<file path="config.mk">
export PLATFORM = sky130hd
export DESIGN_NAME = fpio_fifo_fwft
export DESIGN_NICKNAME = d
export VERILOG_FILES = /design/src/rtl/fpio_fifo_pkg.sv /design/src/rtl/fpio_fifo_ram.sv /design/src/rtl/fpio_fifo_fwft.sv
export SDC_FILE = /design/constraint.sdc
export NUM_CORES = 1
export LEC_CHECK = 0
export ABC_AREA = 1
export CAP_MARGIN = 20
export CORE_MARGIN = 4
export CORE_UTILIZATION = 55
export CTS_CLUSTER_DIAMETER = 150
export DETAILED_ROUTE_END_ITERATION = 8
export HOLD_SLACK_MARGIN = 0.12
export MAX_ROUTING_LAYER = met4
export PLACE_DENSITY = 0.88
export SKIP_CTS_REPAIR_TIMING = 1
export SLEW_MARGIN = 0
export SYNTH_ARGS = -nofsm -noshare
export SYNTH_HDL_FRONTEND = slang
export SYNTH_SLANG_ARGS = --single-unit
</file>
<file path="constraint.sdc">
create_clock -name clk -period 3.2 [get_ports clk]
set_input_delay 0.32 -clock clk [delete_from_list [all_inputs] [get_ports clk]]
set_output_delay 0.32 -clock clk [all_outputs]
set_load 0.05 [all_outputs]
</file>
<file path="src/rtl/fpio_fifo_pkg.sv">
// Shared types and helpers for the fpio FIFO family.
//   fifo_mode_e  : output-stage behaviour (registered read or first-word-fall-through)
//   fifo_err_t   : sticky error flags carried as one register
//   clog2_depth  : address width needed to index a given number of words
package fpio_fifo_pkg;

  typedef enum logic {
    FIFO_MODE_STD  = 1'b0,
    FIFO_MODE_FWFT = 1'b1
  } fifo_mode_e;

  typedef struct packed {
    logic overflow;
    logic underflow;
  } fifo_err_t;

  function automatic int unsigned clog2_depth(input int unsigned depth);
    int unsigned bits;
    bits = 0;
    while ((32'd1 << bits) < depth) begin
      bits++;
    end
    return bits;
  endfunction

endpackage

</file>
<file path="src/rtl/fpio_fifo_ram.sv">
// Storage array for the fpio FIFO: one write port, one synchronous read port.
//   clk_i      : clock
//   rst_i      : synchronous active-high reset (clears the read-data register only)
//   wr_en_i    : write strobe
//   wr_addr_i  : write address
//   wr_data_i  : write data
//   rd_en_i    : read strobe
//   rd_addr_i  : read address
//   rd_data_o  : registered read data, held while rd_en_i is low
module fpio_fifo_ram #(
  parameter int unsigned DATA_WIDTH = 32,
  parameter int unsigned ADDR_BITS  = 4
) (
  input  logic                  clk_i,
  input  logic                  rst_i,
  input  logic                  wr_en_i,
  input  logic [ADDR_BITS-1:0]  wr_addr_i,
  input  logic [DATA_WIDTH-1:0] wr_data_i,
  input  logic                  rd_en_i,
  input  logic [ADDR_BITS-1:0]  rd_addr_i,
  output logic [DATA_WIDTH-1:0] rd_data_o
);

  localparam int unsigned WORDS = 32'd1 << ADDR_BITS;

  logic [DATA_WIDTH-1:0] mem_q [WORDS];
  logic [DATA_WIDTH-1:0] rd_data_q;

  always_ff @(posedge clk_i) begin
    if (wr_en_i) begin
      mem_q[wr_addr_i] <= wr_data_i;
    end
  end

  always_ff @(posedge clk_i) begin
    if (rst_i) begin
      rd_data_q <= '0;
    end else if (rd_en_i) begin
      rd_data_q <= mem_q[rd_addr_i];
    end
  end

  assign rd_data_o = rd_data_q;

endmodule

</file>
<file path="src/rtl/fpio_fifo_fwft.sv">
// Single-clock FIFO with selectable first-word-fall-through or registered-read output.
//   clk, rst        : clock, synchronous active-high reset
//   flush           : synchronous clear of contents (error flags kept)
//   err_clr         : clear sticky overflow/underflow
//   in_data_en/in_data     : push strobe and data
//   out_data_en            : pop strobe
//   out_data/out_valid     : head word (FWFT) or read data pulse (STD)
//   count/in_avail         : words held (output stage included) and free space
//   almost_full/almost_empty, overflow/underflow : level and sticky error flags
module fpio_fifo_fwft
  import fpio_fifo_pkg::*;
#(
  parameter int unsigned DATA_WIDTH = 32,
  parameter int unsigned FIFO_BITS  = 4,
  parameter int unsigned AF_LVL     = 12,
  parameter int unsigned AE_LVL     = 2,
  parameter int unsigned FWFT       = 1
) (
  input  logic                  clk,
  input  logic                  rst,
  input  logic                  flush,
  input  logic                  err_clr,
  input  logic                  in_data_en,
  input  logic [DATA_WIDTH-1:0] in_data,
  input  logic                  out_data_en,
  output logic [DATA_WIDTH-1:0] out_data,
  output logic                  out_valid,
  output logic [FIFO_BITS:0]    count,
  output logic [FIFO_BITS:0]    in_avail,
  output logic                  almost_full,
  output logic                  almost_empty,
  output logic                  overflow,
  output logic                  underflow
);

  localparam int unsigned DEPTH     = 32'd1 << FIFO_BITS;
  localparam int unsigned CNT_W     = FIFO_BITS + 1;
  localparam int unsigned ADDR_BITS = clog2_depth(DEPTH);
  localparam fifo_mode_e  MODE      = (FWFT != 0) ? FIFO_MODE_FWFT : FIFO_MODE_STD;

  localparam logic [FIFO_BITS:0] DEPTH_C = CNT_W'(DEPTH);
  localparam logic [FIFO_BITS:0] AF_C    = CNT_W'(AF_LVL);
  localparam logic [FIFO_BITS:0] AE_C    = CNT_W'(AE_LVL);

  if (FIFO_BITS < 1) begin : g_chk_bits
    $error("fpio_fifo_fwft: FIFO_BITS must be at least 1");
  end
  if (AF_LVL < 1 || AF_LVL > DEPTH) begin : g_chk_af
    $error("fpio_fifo_fwft: AF_LVL out of range 1..DEPTH");
  end
  if (AE_LVL > DEPTH - 1) begin : g_chk_ae
    $error("fpio_fifo_fwft: AE_LVL out of range 0..DEPTH-1");
  end

  logic [ADDR_BITS-1:0] wr_ptr_q, wr_ptr_d;
  logic [ADDR_BITS-1:0] rd_ptr_q, rd_ptr_d;
  logic [FIFO_BITS:0]   count_q, count_d;
  logic                 out_valid_q, out_valid_d;
  fifo_err_t            err_q, err_d;

  logic                 full;
  logic                 empty;
  logic [FIFO_BITS:0]   ram_cnt;
  logic                 push_ok;
  logic                 push_drop;
  logic                 pop_ok;
  logic                 pop_bad;
  logic                 rd_en;

  always_comb begin
    full      = (count_q == DEPTH_C);
    empty     = (count_q == '0);
    // Words still in the array, i.e. not yet moved into the output register.
    ram_cnt   = count_q - CNT_W'(out_valid_q);
    push_ok   = in_data_en && !full && !flush;
    push_drop = in_data_en && full && !flush;

    if (MODE == FIFO_MODE_FWFT) begin
      pop_ok      = out_data_en && out_valid_q && !flush;
      // Refill the output register when it is empty or being consumed; words
      // counted in ram_cnt were written in an earlier cycle, so no collision.
      rd_en       = (ram_cnt != '0) && (!out_valid_q || pop_ok) && !flush;
      out_valid_d = rd_en || (out_valid_q && !pop_ok);
    end else begin
      pop_ok      = out_data_en && !empty && !flush;
      rd_en       = pop_ok;
      out_valid_d = pop_ok;
    end
    pop_bad = out_data_en && !pop_ok && !flush;

    count_d = count_q;
    if (push_ok && !pop_ok) begin
      count_d = count_q + 1'b1;
    end else if (pop_ok && !push_ok) begin
      count_d = count_q - 1'b1;
    end

    wr_ptr_d = wr_ptr_q + ADDR_BITS'(push_ok);
    rd_ptr_d = rd_ptr_q + ADDR_BITS'(rd_en);

    err_d = err_clr ? '0 : err_q;
    if (push_drop) begin
      err_d.overflow = 1'b1;
    end
    if (pop_bad) begin
      err_d.underflow = 1'b1;
    end

    if (flush) begin
      count_d     = '0;
      wr_ptr_d    = '0;
      rd_ptr_d    = '0;
      out_valid_d = 1'b0;
    end
  end

  always_ff @(posedge clk) begin
    if (rst) begin
      wr_ptr_q    <= '0;
      rd_ptr_q    <= '0;
      count_q     <= '0;
      out_valid_q <= 1'b0;
      err_q       <= '0;
    end else begin
      wr_ptr_q    <= wr_ptr_d;
      rd_ptr_q    <= rd_ptr_d;
      count_q     <= count_d;
      out_valid_q <= out_valid_d;
      err_q       <= err_d;
    end
  end

  fpio_fifo_ram #(
    .DATA_WIDTH (DATA_WIDTH),
    .ADDR_BITS  (ADDR_BITS)
  ) u_ram (
    .clk_i     (clk),
    .rst_i     (rst),
    .wr_en_i   (push_ok),
    .wr_addr_i (wr_ptr_q),
    .wr_data_i (in_data),
    .rd_en_i   (rd_en),
    .rd_addr_i (rd_ptr_q),
    .rd_data_o (out_data)
  );

  assign out_valid    = out_valid_q;
  assign count        = count_q;
  assign in_avail     = DEPTH_C - count_q;
  assign almost_full  = (count_q >= AF_C);
  assign almost_empty = (count_q <= AE_C);
  assign overflow     = err_q.overflow;
  assign underflow    = err_q.underflow;

endmodule

</file>
Word-level counts from Yosys, hierarchy flattened
Memories as Yosys holds them, arrays and structs flattened. A register that Yosys moved wholly into a read port is not among the register bits.
Cells that the tools add are included.
{ "word_totals": {"romBits": 0, "ram_bits": 512, "register_bits": 16, "latchBits": 0, "memories": 1, "wordCells": 48, "in_bits": 38, "out_inout_bits": 47} }
{ "mem_list": {"columns": ["memory", "depth", "width", "read_ports", "rd_clocked_by_memory_dff", "write_ports", "line", "source"], "rows": [
  ["u_ram.mem_q", 16, 32, 1, 1, 1, "fpio_fifo_ram.sv:26", "logic [DATA_WIDTH-1:0] mem_q [WORDS];"]
]} }
{ "op_classes": {"n_eq_ne": 1, "shift": 0, "n_mux": 7, "addsub": 6, "order_cmp": 2, "n_div": 0, "multipliers": 0, "bitwise_logic": 0, "reduce_logical": 25} }
{ "ops": {"columns": ["cell", "count"], "rows": [
  ["1-bit logical AND", 13],
  ["5-bit 2-to-1 mux", 2],
  ["4-bit by 1-bit adder with 4-bit output", 2],
  ["2-bit nonzero test", 3],
  ["5-bit by 1-bit adder with 5-bit output, second input constant", 1],
  ["5-bit == test, second input constant", 1],
  ["5-bit by 4-bit >= comparator with 1-bit output, second input constant", 1],
  ["5-bit by 2-bit <= comparator with 1-bit output, second input constant", 1],
  ["1-bit zero test", 5],
  ["5-bit nonzero test", 1],
  ["5-bit by 1-bit subtractor with 5-bit output", 1],
  ["5-bit by 1-bit subtractor with 5-bit output, second input constant", 1],
  ["5-bit subtractor, first input constant", 1],
  ["1-bit 2-to-1 mux", 4],
  ["1-bit logical OR", 2],
  ["2-bit 2-to-1 mux", 1],
  ["2-bit OR reduction", 1]
]} }

Logic depth before layout (Yosys ltp)
Gate-level depths: netlist (run 1).
{ "depth": {"ltp_word": 8, "mapped_depth": 14, "depth_no_buf": 14} }

Modules after synthesis
Synthesis (run 1) repeated with hierarchy kept, for this count alone.
{ "hier_totals": {"hier_cells": 1997, "area_unflattened_um2": 22871.9} }
{ "by_module_without_submodules": {"columns": ["module", "area_each_um2", "cells_per_inst", "seq_area_each_um2", "n_inst"], "rows": [
  ["fpio_fifo_ram", 21893.5, 1874, 16015.4, 1],
  ["fpio_fifo_fwft", 978.4, 123, 320.3, 1]
]} }

Worst setup path after synthesis (run 1)
Ideal clock, no wire load.
{ "synth_path": {"path_kind": "reg2reg", "startpoint": "register count_q[0] (netlist: count[0])", "endpoint": "memory u_ram.mem_q[10][0] (enable)", "required_time_ns": 2.779, "n_path_buf": 0, "period_less_slack_ns": 3.712, "setup_ns": 0.421, "path_stages_with_launch": 9, "path_slack_ns": -0.512, "arrival_ns": 3.291, "path_cell_list": "dfxtp_1 -> inv_1 -> ha_1 -> nand2_1 -> nor2_1 -> ha_1 -> nor2_1 -> nand3_1 -> nor2_1"} }
{ "synth_via": {"elab_chain_cells": 6} }
{ "synth_rtl": {"columns": ["element", "line", "source"], "rows": [
  ["from (decl)", "fpio_fifo_fwft.sv:57", "logic [FIFO_BITS:0] count_q, count_d;"],
  ["from (signal assigned)", "fpio_fifo_fwft.sv:127", "count_q <= count_d;"],
  ["5-bit == test", "fpio_fifo_fwft.sv:71", "full = (count_q == DEPTH_C);"],
  ["1-bit zero test", "fpio_fifo_fwft.sv:75", "push_ok = in_data_en && !full && !flush;"],
  ["1-bit logical AND (2 in series)", "fpio_fifo_fwft.sv:75", null],
  ["1-bit 2-to-1 mux", "fpio_fifo_ram.sv:30", "if (wr_en_i) begin"],
  ["1-bit 2-to-1 mux (implied by the code)", "fpio_fifo_ram.sv:31", "mem_q[wr_addr_i] <= wr_data_i;"],
  ["to (decl)", "fpio_fifo_ram.sv:26", null]
]} }
No other way between the ends.

Final worst setup path (run 1)
{ "layout_path": {"startpoint": "register count_q[0] (netlist: count[0])", "endpoint": "output port in_avail[4]"} }
{ "layout_via": {"elab_chain_cells": 1} }
{ "layout_rtl": {"columns": ["element", "line", "source"], "rows": [
  ["5-bit subtractor", "fpio_fifo_fwft.sv:149", "assign in_avail = DEPTH_C - count_q;"],
  ["to (decl)", "fpio_fifo_fwft.sv:29", "output logic [FIFO_BITS:0] in_avail,"]
]} }
No other way between the ends.

==> results of run 1 <==
## routing by layer
metal	vias to the layer above	part of all wire	global-route usage
li1	7628	-	-
met1	8063	0.35	0.329
met2	1246	0.49	0.431
met3	267	0.11	0.0510
met4	0	0.049	0.124
met5	-	0	-
## tightest hold or removal path, stage by stage
cell and delay [ns]:
buf_2 0.23, nor2_1 0.07, buf_4 0.16, o21ai_0 0.07, a21oi_1 0.04
## cells by family after synthesis
| group | share of synthesized area |
|---|---|
| simple gates | 0.209 |
| xor+xnor | 0.00293 |
| compound gates | 0.0118 |
| buf+inv | 0.0871 |
| flops | 0.683 |
| fa+ha+maj | 0.00659 |
## synth_stat cells, drive strengths merged
cell       n  area [um^2]
and2       1         6.26
clkbuf    17         63.8
nand2    817         3070
xnor2      4         35.0
inv      346         1300
edfxtp   512        15400
o21ai      9         45.0
nand3    363         1820
o21bai     1         7.51
dfxtp     48          961
buf      101          713
clkinv     1         3.75
xor2       4         35.0
a2111oi    1         8.76
nor2      30          113
ha        11          138
fa         1         20.0
a21oi     44          220
## layout by cell type (no fill, tap or decap), drive strengths merged, types with 4 or more instances in the layout
master	Yosys	final
nand2	817	817
edfxtp	512	512
nand3	363	363
inv	346	350
clkdlybuf4s50	0	83
clkbuf	17	61
dfxtp	48	48
a21oi	44	44
buf	101	44
nor2	30	30
clkinv	1	21
ha	11	11
bufinv	0	11
o21ai	9	9
xor2	4	4
xnor2	4	4
clkinvlp	0	4
## worst paths after layout
check / to / slack (ns) / cells past startpoint
setup reg to reg: u_ram.mem_q[10][23] / 0.40 / 10
hold / removal: rd_ptr_q[3] / 0.33 / 5
hold reg to reg: underflow / 0.48 / 2
setup / recovery: in_avail[4] / 0.25 / 6
## power breakdown
part,internal [mW],switching [mW],total [mW]
Clock,4.04,2.80,6.84
Sequential,8.07,0.0627,8.13
Combinational,0.403,0.968,1.37
## per-stage QoR
step | hold slack [ns] | setup slack, ns | instances | setup TNS, ns | total power, mW
floorplan | 0.419 | -0.512 | 2311 | -195.81 | 9.17
global placement | 0.457 | 0.524 | 2905 | 0 | 9.58
detailed placement | 0.476 | 0.456 | 2905 | 0 | 9.63
CTS | 0.306 | 0.230 | 3005 | 0 | 16.4
global route | 0.317 | 0.140 | 3005 | 0 | 16.8
finish | 0.331 | 0.245 | 3005 | 0 | 16.3
## area by class of cell
| cell class | count | area [um^2] | share of cell area |
|---|---|---|---|
| well taps | 585 | 732 | 0.0268 |
| flip-flops and latches | 560 | 16300 | 0.599 |
| inverters | 347 | 1310 | 0.0480 |
| repair buffers | 127 | 1360 | 0.0498 |
| clock buffers | 61 | 1400 | 0.0512 |
| clock inverters | 39 | 503 | 0.0184 |
| multi-input cells | 1286 | 5630 | 0.207 |
## flip-flops by register name, indices dropped and copies added, names as in the netlist
register	flops
u_ram.mem_q	512
u_ram.rd_data_o	32
count	5
rd_ptr_q	4
wr_ptr_q	4
out_valid	1
overflow	1
underflow	1
==> results by group, run 1 <==
Worst setup path
  – Crit path kind: reg2out
  – Beginning of the critical path: count[0]
  – WP data arrival: 2.63 ns
  – Max incr delay on CP: 0.79 ns
  – RR Startpoint: count[0]
  – Nature of the critical path startpoint: flip-flop
  – Family with the most delay on the worst path: buffers and inverters
  – Crit path cell chain: inv_1, ha_1, nand2_1, nor2_1, ha_1, clkdlybuf4s50_1
  – Req. time, crit path: 2.88 ns
  – Most frequent CP cell: ha_1
  – Crit-path max FO: 6
  – Buffers and inverters on the worst path: 2
  – Slowest cell on the critical path: clkdlybuf4s50_1
  – Critical Path End Type: output pin

Job
  – MaxCap Viol Count: 0

Floorplanning
  – Full die area: 46,900 um^2
  – Overall die width: 217 um
  – Die height: 217 um
  – Initial Util: 0.556
  – # rows: 76
  – Core area: 43,100 um^2
  – # IOs: 85

Timing
  – RSZ-0062 raised after global routing: false
  – Slew headroom: 0.399
  – Final hold vios: 0
  – Final Setup Violations: 0
  – Period utilization: 0.923
  – Slew Limit Fails: 0
  – Worst-Margin Slew: 0.902 ns
  – Max Freq: 0.338 GHz
  – Crit path time final: 2.95 ns
  – Clk_skew: 0.0212 ns

Synthesis
  – Post-Syn Nets: 2,361
  – Seq/Total Area, Yosys: 0.683
  – Yosys reg bits: 560
  – Synth warn: 0
  – Synthesized area: 23,900 um^2
  – Post-Syn Area per Cell: 10.4 um^2
  – Syn Inst Count: 2,311
  – Cell variety after synth: 25

Clock tree
  – CTS tree: done
  – Worst-path clk slew: 0.06 ns
  – Clk Latency, worst-skew pair: 0.62 ns
  – CTS max path bufs: 3
  – H-Tree Depth: 2
  – TritonCTS sink count: 560
  – TritonCTS Buffers: 54
  – Root buf cell: clkbuf_16

Route
  – Antenna viol nets, final: 0
  – Vias: 17.2k
  – Wirelength per Cell: 20.5 um
  – DRT iter0 DRCs: 2,544
  – DR pass1 iterations: 9
  – Remaining DRCs: 6
  – Routed vias/inst: 5.73
  – Detailed Route WL: 61.6 mm

Worst hold path
  – HP Class: in2reg
  – Hold Path Origin: rst

Status
  – Failing checks: DRC
  – Status: finished with violations

Global routing
  – Total gr overflow: 0
  – Initial antenna violation count: 0
  – Total GRT Usage: 0.267
  – Largest net degree at the start of global routing: 131
  – First-pass GRT wire length: 94.7 mm
  – Number of global-route vias before repair: 17.2k

Layout
  – Fraction of final layout cells sized beyond drive strength 1: 0.0653
  – Filler cells: 2,940
  – Inserted Diodes: 0
  – Post-layout util: 0.633
  – Synthesis-to-finish area growth: 14.0%
  – Finished Cell Area: 27,300 um^2
  – Final Net Count: 2,426

Placement
  – Port-buffer cells: 84
  – Final GP Congestion: 0.869
  – Cell area after placement: 25,400 um^2
  – Final HPWL DP: 33.5 mm

Power
  – Pwr/cell area: 599 nW/um^2
  – Peak VDD IR: 0.451 mV
  – Pleak: 11.2 nW
No activity file was read; power rests on OpenSTA's default activity.
==> run 2, diff against run 1 <==
CELL_PAD_IN_SITES_DETAIL_PLACEMENT = 2   (was unset)
CELL_PAD_IN_SITES_GLOBAL_PLACEMENT = 2   (was unset)
CORE_UTILIZATION = 37   (was 55)
SLEW_MARGIN = unset   (was 0)
==> results by group, run 2 (same netlist as run 1, synthesis figures left out) <==
Status
  – Status: completed

Worst setup path
  – Crit path cell chain: inv_1, ha_1, nand2_1, nor2_1, ha_1, clkdlybuf4s50_1
  – Slowest cell on the critical path: clkdlybuf4s50_1
  – Req. time, crit path: 2.88 ns
  – Crit path kind: reg2out
  – Most frequent CP cell: ha_1
  – Nature of the critical path startpoint: flip-flop
  – WP data arrival: 2.70 ns
  – Crit-path max FO: 6
  – Max incr delay on CP: 0.82 ns
  – Critical Path End Type: output pin

Floorplanning
  – Initial Util: 0.377
  – # rows: 92
  – Die height: 262 um
  – Overall die width: 262 um
  – Core area: 63,500 um^2
  – Full die area: 68,800 um^2
  – # IOs: 85

Timing
  – Setup TNS Final: 0 ns
  – Max Freq: 0.331 GHz
  – Slew Limit Fails: 0
  – WHS: 0.335 ns
  – Slew headroom: 0.239
  – Final hold vios: 0
  – Final Setup Violations: 0
  – Worst-Margin Slew: 1.14 ns
  – Period utilization: 0.944
  – Crit path time final: 3.02 ns
  – Final Worst Setup Slack: 0.180 ns
  – RSZ-0062 raised after global routing: false
  – Clk_skew: 0.0191 ns

Power
  – Pwr/cell area: 597 nW/um^2
  – Peak VDD IR: 0.405 mV
  – Int Power: 12.3 mW
  – Sw Ratio: 0.251
  – Seq pwr share: 0.494
  – Net Sw Power: 4.14 mW
  – Clock Power Share: 0.418
  – Comb pwr share: 0.089
  – Pleak: 11.2 nW

Worst hold path
  – HP Class: in2reg

Route
  – Remaining DRCs: 0
  – Antenna viol nets, final: 0
  – DR pass1 iterations: 5
  – Vias: 17.5k
  – Routed vias/inst: 5.34
  – Wirelength per Cell: 26.1 um
  – DRT iter0 DRCs: 1,308
  – Detailed Route WL: 85.2 mm

Job
  – MaxCap Viol Count: 0

Placement
  – Final GP Congestion: 0.754
  – Port-buffer cells: 84
  – Placed cells: 3,160
  – Pre-CTS setup slack: 0.409 ns
  – Final HPWL DP: 47.2 mm

Global routing
  – Total GRT Usage: 0.249
  – First-pass GRT wire length: 127 mm
  – Number of global-route vias before repair: 20.0k
  – Largest net degree at the start of global routing: 172
  – Initial antenna violation count: 0
  – Total gr overflow: 0

Layout
  – Area of the multi-input gates: 5630 um^2
  – Register with the most flip-flops: u_ram.mem_q
  – Register Area: 16,300 um^2
  – Synthesis-to-finish area growth: 15.3%
  – Fraction of final layout cells sized beyond drive strength 1: 0.0648
  – Inserted Diodes: 0
  – Layout Cells excl Fill: 3,269
  – Most frequent cells in the layout: nand2_1, edfxtp_1, nand3_1
  – Post-layout util: 0.434
  – Final Net Count: 2,424
  – Max reg flops: 512
  – Most common cell after layout, fill and taps aside: nand2_1
  – Filler cells: 6,581

Clock tree
  – Root buf cell: clkbuf_16
  – H-Tree Depth: 2
  – Worst-path clk slew: 0.06 ns
  – CTS max path bufs: 3
  – TritonCTS sink count: 560
  – TritonCTS Buffers: 58
  – CTS tree: done
  – Clk Latency, worst-skew pair: 0.63 ns
==> run 2: final cells by class <==
type,count,share of cell area
Tap cell,846,0.0384
Clock inverter,26,0.00775
Inverter,347,0.0476
Clock buffer,83,0.0604
Multi-Input combinational cell,1286,0.204
Timing Repair Buffer,121,0.0494
Sequential cell,560,0.592
==> run 2: stage by stage <==
step,instance area (um^2),power [mW]
floorplan,23900,9.17
global placement,25700,9.60
detailed placement,25700,9.71
CTS,27600,16.6
global route,27600,17.0
finish,27600,16.5
==> run 2: worst paths after layout <==
| path | startpoint | endpoint | slack, ns | depth (start not counted) |
|---|---|---|---|---|
| worst max-delay path | count[0] | in_avail[4] | 0.18 | 6 |
| worst min-delay path | rst | wr_ptr_q[3] | 0.33 | 4 |
| worst max register to register | count[0] | count[3] | 0.39 | 14 |
| worst min register to register | underflow | underflow | 0.49 | 2 |
==> run 2: worst max-delay path: cells and delay by family (launching register included) <==
family | cells | cell delay (ns)
AND/OR/NAND/NOR | 2 | 0.12
flip-flops | 1 | 0.44
buffers and inverters | 2 | 0.96
adder cells (fa/ha/maj) | 2 | 0.54
==> run 2: metal layers <==
metal	global-route usage	up-vias	routed length, um	share of wire
met1	0.274	9135	32200	0.38
met2	0.462	493	46500	0.55
li1	-	7631	-	-
met5	-	-	0	0
met4	0.0876	0	3180	0.037
met3	0.0298	201	3270	0.038
==> run 2: power groups by stage <==
stage | sequential, mW | clock (mW) | combinational, mW
after global routing | 8.14 | 7.29 | 1.57
after global placement | 8.28 | 0 | 1.32
after CTS | 8.13 | 7.00 | 1.47
final | 8.13 | 6.88 | 1.46
after floorplan | 8.50 | 0 | 0.675
after detailed placement | 8.29 | 0 | 1.43
==> run 3, diff against run 2 <==
GPL_TIMING_DRIVEN = 0   (was unset)
SETUP_SLACK_MARGIN = 0.05   (was unset)
==> results by group, run 3 (same netlist as run 1, synthesis figures left out) <==
Layout
  – Area of the multi-input gates: 5650 um^2
  – Final Net Count: 2,564
  – Register with the most flip-flops: u_ram.mem_q
  – Most frequent cells in the layout: nand2_1, edfxtp_1, nand3_1
  – Synthesis-to-finish area growth: 19.7%
  – Register Area: 16,300 um^2
  – Most common cell after layout, fill and taps aside: nand2_1
  – Fraction of final layout cells sized beyond drive strength 1: 0.0999
  – Filler cells: 6,496
  – Post-layout util: 0.451
  – Max reg flops: 512

Timing
  – Final Worst Setup Slack: 0.0407 ns
  – Slew headroom: 0.146
  – RSZ-0062 raised after global routing: false
  – Final Setup Violations: 0
  – Setup TNS Final: 0 ns
  – Slew Limit Fails: 0
  – Crit path time final: 3.16 ns
  – Worst-Margin Slew: 1.28 ns
  – Period utilization: 0.987
  – Final hold vios: 0
  – WHS: 0.294 ns
  – Max Freq: 0.317 GHz
  – Clk_skew: 0.0394 ns

Floorplanning
  – # rows: 92
  – Die height: 262 um
  – Initial Util: 0.377
  – Overall die width: 262 um
  – # IOs: 85
  – Core area: 63,500 um^2
  – Full die area: 68,800 um^2

Power
  – Final Power: 17.3 mW
  – Net Sw Power: 4.71 mW
  – Clock Power Share: 0.428
  – Pleak: 11.8 nW
  – Peak VDD IR: 0.384 mV
  – Seq pwr share: 0.471
  – Sw Ratio: 0.272
  – Pwr/cell area: 603 nW/um^2
  – Int Power: 12.6 mW
  – Comb pwr share: 0.102

Worst setup path
  – WP data arrival: 3.71 ns
  – Critical Path End Type: flip-flop
  – Nature of the critical path startpoint: flip-flop
  – Crit-path max FO: 10
  – FF-to-FF path depth: 12
  – Crit path kind: reg2reg
  – Req. time, crit path: 3.75 ns

Clock tree
  – TritonCTS sink count: 560
  – TritonCTS Buffers: 60
  – Worst-path clk slew: 0.07 ns
  – Root buf cell: clkbuf_16
  – CTS tree: done
  – CTS max path bufs: 3
  – Clk Latency, worst-skew pair: 0.66 ns
  – H-Tree Depth: 2

Route
  – Antenna viol nets, final: 0
  – Wirelength per Cell: 33.6 um
  – Remaining DRCs: 0
  – Routed vias/inst: 5.93
  – DR pass1 iterations: 5
  – DRT iter0 DRCs: 2,544
  – Detailed Route WL: 115 mm
  – Vias: 20.2k

Placement
  – Final HPWL DP: 63.7 mm
  – Final GP Congestion: 0.805
  – Pre-CTS setup slack: -0.174 ns
  – Port-buffer cells: 83

Worst hold path
  – Hold path cells: 4
  – HP Class: in2reg

Global routing
  – First-pass GRT wire length: 156 mm
  – Total gr overflow: 0
  – Number of global-route vias before repair: 22.1k
  – Total GRT Usage: 0.318
  – Largest net degree at the start of global routing: 23
  – Initial antenna violation count: 1

Job
  – MaxCap Viol Count: 0

Status
  – Status: completed
-- run 3: worst paths after layout --
| check | from | end | slack [ns] |
|---|---|---|---|
| worst max-delay path | count[0] | rd_ptr_q[2] | 0.04 |
| worst min-delay path | rst | u_ram.rd_data_o[22] | 0.29 |
| worst max register to register | count[0] | rd_ptr_q[2] | 0.04 |
| worst min register to register | u_ram.rd_data_o[5] | u_ram.rd_data_o[5] | 0.54 |
-- run 3: power groups by stage --
stage | combinational [mW] | clock, mW | sequential (mW)
after floorplan | 0.674 | 0 | 8.50
after global placement | 1.48 | 0 | 8.27
after detailed placement | 1.62 | 0 | 8.28
after CTS | 1.71 | 7.31 | 8.13
after global routing | 1.83 | 7.67 | 8.14
final | 1.76 | 7.39 | 8.13
-- run 3: stage by stage --
stage,cells,cell area [um^2]
2_1_floorplan,2311,24000
3_3_place_gp,3240,25900
3_5_place_dp,3258,26300
4_1_cts,3369,28200
5_1_grt,3410,28700
6_report,3411,28700
-- run 3: worst max-delay path, stage by stage, from the launching register on --
cell and delay [ns]:
dfxtp_2 0.39, inv_1 0.13, ha_1 0.34, nand3_1 0.09, nor2_1 0.16, nand2_1 0.13
nand2_2 0.43, inv_2 0.31, buf_6 0.25, ha_1 0.23, ha_1 0.21, xnor2_1 0.13
nor2_1 0.25
-- run 3: final cells by class --
| type | count | area share |
|---|---|---|
| inverter | 347 | 0.0456 |
| tap | 846 | 0.0369 |
| multi-input combinational | 1286 | 0.197 |
| timing repair buffer | 141 | 0.0557 |
| buffer | 118 | 0.0271 |
| antenna | 2 | 0.000175 |
| clock inverter | 40 | 0.0127 |
| clock buffer | 71 | 0.0546 |
| sequential | 560 | 0.570 |
-- run 3: routing by layer --
layer	vias to the layer above	wire (um)	track usage	share of wire
met3	578	10300	0.0595	0.089
li1	7904	-	-	-
met5	-	0	-	0
met4	0	9300	0.206	0.081
met2	1509	55200	0.530	0.48
met1	10200	39800	0.351	0.35
